**config.mk**
```make
export PLATFORM = sky130hd
export DESIGN_NAME = signed_seq_divider
export DESIGN_NICKNAME = d
export VERILOG_FILES = /design/src/rtl/signed_seq_divider.sv
export SDC_FILE = /design/constraint.sdc
export NUM_CORES = 2
export LEC_CHECK = 0
export CAP_MARGIN = 20
export CORE_UTILIZATION = 50
export CTS_CLUSTER_DIAMETER = 150
export DETAILED_ROUTE_END_ITERATION = 10
export PLACE_DENSITY = 0.81
export SLEW_MARGIN = 5
export SYNTH_ARGS = -nofsm -noshare
export SYNTH_HDL_FRONTEND = slang
export SYNTH_SLANG_ARGS = --single-unit
```
**constraint.sdc**
```tcl
create_clock -name clk -period 9.09 [get_ports clk]
set_input_delay 0.909 -clock clk [delete_from_list [all_inputs] [get_ports clk]]
set_output_delay 0.909 -clock clk [all_outputs]
set_load 0.01 [all_outputs]
```
**src/rtl/signed_seq_divider.sv**
```systemverilog
// signed_seq_divider: iterative signed divider, 2*width-bit dividend by
// width-bit divisor, with a radix-2 restoring core on magnitudes and a
// final sign fix-up cycle. Uses the same enable/busy/done handshake as the
// multiplier wrapper, so either block can sit behind one controller.
//
// Optional build macro SDIV_DIVZERO_FLAG_EN adds a registered div_by_zero
// output that is updated together with q/r.
//
// state   | meaning
// --------+-------------------------------------------------------------
// st_idle | waiting for enable; q/r/div_by_zero hold the last result
// st_calc | 2*width restoring iterations, one quotient bit per cycle
// st_sign | apply result signs, register q/r, pulse done
module signed_seq_divider #(
  parameter int width = 128
) (
  input  logic                 clk,
  input  logic                 reset,
  input  logic [2*width-1:0]   ab,
  input  logic [width-1:0]     b,
  input  logic                 enable,
  output logic [2*width-1:0]   q,
  output logic [width-1:0]     r,
  output logic                 busy,
  output logic                 done
`ifdef SDIV_DIVZERO_FLAG_EN
  ,
  output logic                 div_by_zero
`endif
);

  localparam int cw = $clog2(2*width);
  localparam logic [cw-1:0] last_count = cw'(2*width-1);

  localparam logic [1:0] st_idle = 2'd0;
  localparam logic [1:0] st_calc = 2'd1;
  localparam logic [1:0] st_sign = 2'd2;

  logic [1:0]         state;
  logic [cw-1:0]      count;
  // Holds |ab| at start; quotient bits shift in at the bottom, so after the
  // last iteration it holds the quotient magnitude.
  logic [2*width-1:0] dvd;
  logic [width-1:0]   bmag;
  // Partial remainder, width+1 bits wide.
  logic [width:0]     rem;
  logic               sign_q;
  logic               sign_r;
  logic               divzero;
  logic [width-1:0]   ab_low;

  logic [2*width-1:0] abmag_in;
  logic [width-1:0]   bmag_in;
  logic [width+1:0]   shifted;
  logic [width+1:0]   diff;
  logic               trial_ok;

  // Input magnitudes (most negative value reads back as 2^(n-1) unsigned)
  // and one restoring trial subtraction.
  always_comb begin
    abmag_in = ab[2*width-1] ? -ab : ab;
    bmag_in  = b[width-1] ? -b : b;
    shifted  = {rem, dvd[2*width-1]};
    diff     = shifted - {2'b00, bmag};
    trial_ok = ~diff[width+1];
  end

  assign busy = (state != st_idle);

  // Sequencing: start in idle, count iterations in calc, one cycle of sign.
  always_ff @(posedge clk or negedge reset) begin
    if (!reset) begin
      state <= st_idle;
      count <= '0;
    end else begin
      case (state)
        st_idle: begin
          if (enable) begin
            count <= '0;
            state <= st_calc;
          end
        end
        st_calc: begin
          count <= count + cw'(1);
          if (count == last_count) state <= st_sign;
        end
        st_sign: state <= st_idle;
        default: state <= st_idle;
      endcase
    end
  end

  // Operand latch at start and the restoring iteration datapath.
  always_ff @(posedge clk or negedge reset) begin
    if (!reset) begin
      dvd     <= '0;
      bmag    <= '0;
      rem     <= '0;
      sign_q  <= 1'b0;
      sign_r  <= 1'b0;
      divzero <= 1'b0;
      ab_low  <= '0;
    end else begin
      if (state == st_idle && enable) begin
        dvd     <= abmag_in;
        bmag    <= bmag_in;
        rem     <= '0;
        sign_q  <= ab[2*width-1] ^ b[width-1];
        sign_r  <= ab[2*width-1];
        divzero <= (b == '0);
        ab_low  <= ab[width-1:0];
      end else if (state == st_calc) begin
        dvd <= {dvd[2*width-2:0], trial_ok};
        rem <= trial_ok ? diff[width:0] : shifted[width:0];
      end
    end
  end

  // Result registers: signed fix-up and done pulse in the sign cycle.
  always_ff @(posedge clk or negedge reset) begin
    if (!reset) begin
      q    <= '0;
      r    <= '0;
      done <= 1'b0;
    end else begin
      done <= 1'b0;
      if (state == st_sign) begin
        done <= 1'b1;
        if (divzero) begin
          q <= '1;
          r <= ab_low;
        end else begin
          q <= sign_q ? -dvd : dvd;
          r <= sign_r ? -rem[width-1:0] : rem[width-1:0];
        end
      end
    end
  end

`ifdef SDIV_DIVZERO_FLAG_EN
  // Divide-by-zero flag, updated alongside q/r.
  always_ff @(posedge clk or negedge reset) begin
    if (!reset) div_by_zero <= 1'b0;
    else if (state == st_sign) div_by_zero <= divzero;
  end
`endif

endmodule

```
==> metrics.yaml <==
run_status:
  status: "finished, final reports clean"
sta:
  finalSetupViolCount: 0
  slew_headroom: 0.226
  skew_ps: 72.3
  period_needed_ps: 5930
  clock.fmax_ghz: 0.169
  hold_violations: 0
  setup_slack_ps: 3160
  rsz0062_at_grt: "no"
  fin_tns_setup_ps: 0
  report.final.slew_viol_count: 0
  period_share: 0.652
  worst_slew_pin_slew_ps: 1150
  hold_ws_ps: 81.1
critical_path:
  reg2reg_slack_ps: 3330
  r2r_start: "rem[26]$_DFFE_PN0P_"
  r2r-end: "r[115]$_DFFE_PN0P_"
  arrival_ps: 6620
  path_max_fanout: 8
  worstPathRequired_ps: 9780
  worstSetupPathType: "in -> reg"
  crit_start: "ab[4]"
  cp-endpoint: "dvd[236]$_DFFE_PN0P_"
  cp-end-kind: "register"
  ff2ff_path_depth: 12
  critPathLaunchType: "input pin"
clock_tree:
  clk_latency_ps: 810
  clock_sinks: 1039
  cts_hold_buffers: 0
  cts_tree: "yes"
  numCtsBuffers: 113
  clk_pin_slew_ps: 60
  post_cts_resized: 0
  clk_path_buf_depth: 3
  cts_setup_buffers: 0
  clock-root-buffer: "clkbuf_16"
  htreeDepth: 3
power:
  p_sw_frac: 0.489
  seqPwrFrac: 0.315
  p_leak_nw: 33.5
  peakVddDrop_mv: 0.466
  p_sw_mw: 12.9
  pwr-share-clk: 0.187
  p_per_area_mw_per_mm2: 322
  pwr-share-comb: 0.498
  p_int_mw: 13.5
route:
  num_vias: 71600
  viasPerCell: 6.37
  drtAntennaViolNets: 0
  wirelength_um: 302000
  drtPass1Iterations: 6
  drt-initial-drc-count: 8035
  wire_per_inst_um: 26.8
  drc: 0
synthesis:
  syn-cell-area_mm2: 0.0692
  synth_area_leader_cell: "dfrtp_1"
  synth_top_cell_area_share: 0.376
  yosysSeqAreaShare: 0.376
  synth_flop_cell: "dfrtp_1"
  synth_cells: 8937
  synth_fp_nets: 9458
  synthTopCellsByArea: "dfrtp_1 (38%), nand2_1 (8.9%), xor2_1 (6.8%)"
  syn_avg_cell_area_um2: 7.74
  ys_types: 86
  synth_edf_count: 0
  postSynth.asyncResetShare: 1.00
  synth.most_common_cell: "nand2_1"
  yosys-top-cells-count: "nand2_1 (1646), dfrtp_1 (1039), nor2_1 (935), o21ai_0 (795), a21oi_1 (728)"
  ys_ff_latch: 1039
  yosys_warnings: 0
grt:
  grt_max_degree: 249
  grt_usage: 0.420
  grt_pass1_vias: 67100
  antenna_found_initial: 48
  overflow: 0
  grt_pass1_wl_um: 443000
placement:
  numPlacedInstances: 11000
  placed_cell_area_mm2: 0.0778
  dp_hpwl_um: 233000
  dp_slack_ps: 2560
  port_buffers: 772
  gp_congestion: 1.06
job:
  maxCapViolations: 0
floorplan:
  initial_utilization: 0.504
  chipHeight_um: 374
  die_w_um: 374
  rows: 136
  die_area_mm2: 0.140
  pin_count: 773
  core-area_mm2: 0.137
final_layout:
  stdcell_count: 11200
  area_delta_synth_final_pct: 18.3
  final_layout_size_suffix_gt1_frac: 0.0412
  fin_nets: 9853
  final_area_mm2: 0.0818
min_path:
  hold_class: "in -> async"
## critical path, stage by stage
cell	delay, ps
clkdlybuf4s50_1	490
or4_1	630
or4_1	650
or4_1	760
nor4_4	520
nand4_2	360
nor4_1	770
nand2_1	380
nor3_1	530
a41o_1	270
xnor2_1	120
nor2_1	50
a31oi_1	160
## worst min path at each step
stage / endpoint / cells after the start
2_1_floorplan: ab_low[104]$_DFFE_PN0P_ / 2
3_3_place_gp: q[213]$_DFFE_PN0P_ / 2
3_5_place_dp: q[235]$_DFFE_PN0P_ / 2
4_1_cts: q[124]$_DFFE_PN0P_ / 1
5_1_grt: q[124]$_DFFE_PN0P_ / 1
6_report: q[124]$_DFFE_PN0P_ / 1
## logic make-up (layout without fill, tap and decap cells)
kind of cell | count (synthesis) | in the layout | share of synthesized area
adders and majority gates | 134 | 134 | 0.0244
and+or+nand+nor | 3756 | 3756 | 0.245
AOI/OAI and AO/OA | 2368 | 2368 | 0.202
buffers and inverters | 770 | 1254 | 0.0420
other | 0 | 26 | 0
xor gates and xnor gates | 853 | 853 | 0.108
DFF | 1039 | 1039 | 0.376
muxes | 17 | 17 | 0.00246
## power groups by stage
stage	clock network, mW	registers (mW)	logic, mW
finish	4.93	8.30	13.1
global route	5.12	8.42	14.3
CTS	4.96	8.15	12.8
floorplan	0	7.11	9.18
global placement	0	8.16	12.6
detailed placement	0	8.22	12.7
## state kept, by name, summed over array words and instances (netlist names)
register	flops
ab_low	128
bmag	128
count	8
divzero	1
done	1
dvd	256
q	256
r	128
rem	129
sign_q	1
sign_r	1
state	2
## final cells by class
cell class / instances / area, µm²
Inverter: 200 / 758
Fill cell: 12400 / 55500
Clock inverter: 54 / 759
Sequential cell: 1039 / 26000
Tap cell: 1794 / 2240
Antenna cell: 26 / 65.1
Multi-Input combinational cell: 7128 / 40300
Timing Repair Buffer: 850 / 8430
Clock buffer: 150 / 3160
## layout by cell type (no fill, tap or decap), drive strengths merged, types with 155 or more instances in the layout
master	synthesis	layout
o21ai	799	799
clkdlybuf4s50	0	769
dfrtp	1039	1039
a31oi	193	193
a21oi	728	728
o31ai	173	173
nor2	935	935
nand3	155	155
xnor2	320	320
nand2	1646	1646
inv	198	202
nor3	203	203
xor2	533	533
or3	170	170
## metrics by stage
step	util	power, mW
2_1_floorplan	-	16.3
3_3_place_gp	0.566	20.7
3_5_place_dp	0.566	20.9
4_1_cts	0.595	25.9
5_1_grt	0.595	27.8
6_report	0.596	26.3
## layer usage
| metal | vias to the layer above | track usage | part of all wire | routed length (µm) |
|---|---|---|---|---|
| li1 | 32200 | - | - | - |
| met4 | 30 | 0.246 | 0.067 | 20200 |
| met3 | 813 | 0.0982 | 0.11 | 31700 |
| met5 | - | 0 | 0.00072 | 216 |
| met1 | 34400 | 0.559 | 0.40 | 120000 |
| met2 | 4172 | 0.622 | 0.43 | 129000 |
No activity file was read; power rests on OpenSTA's default activity.
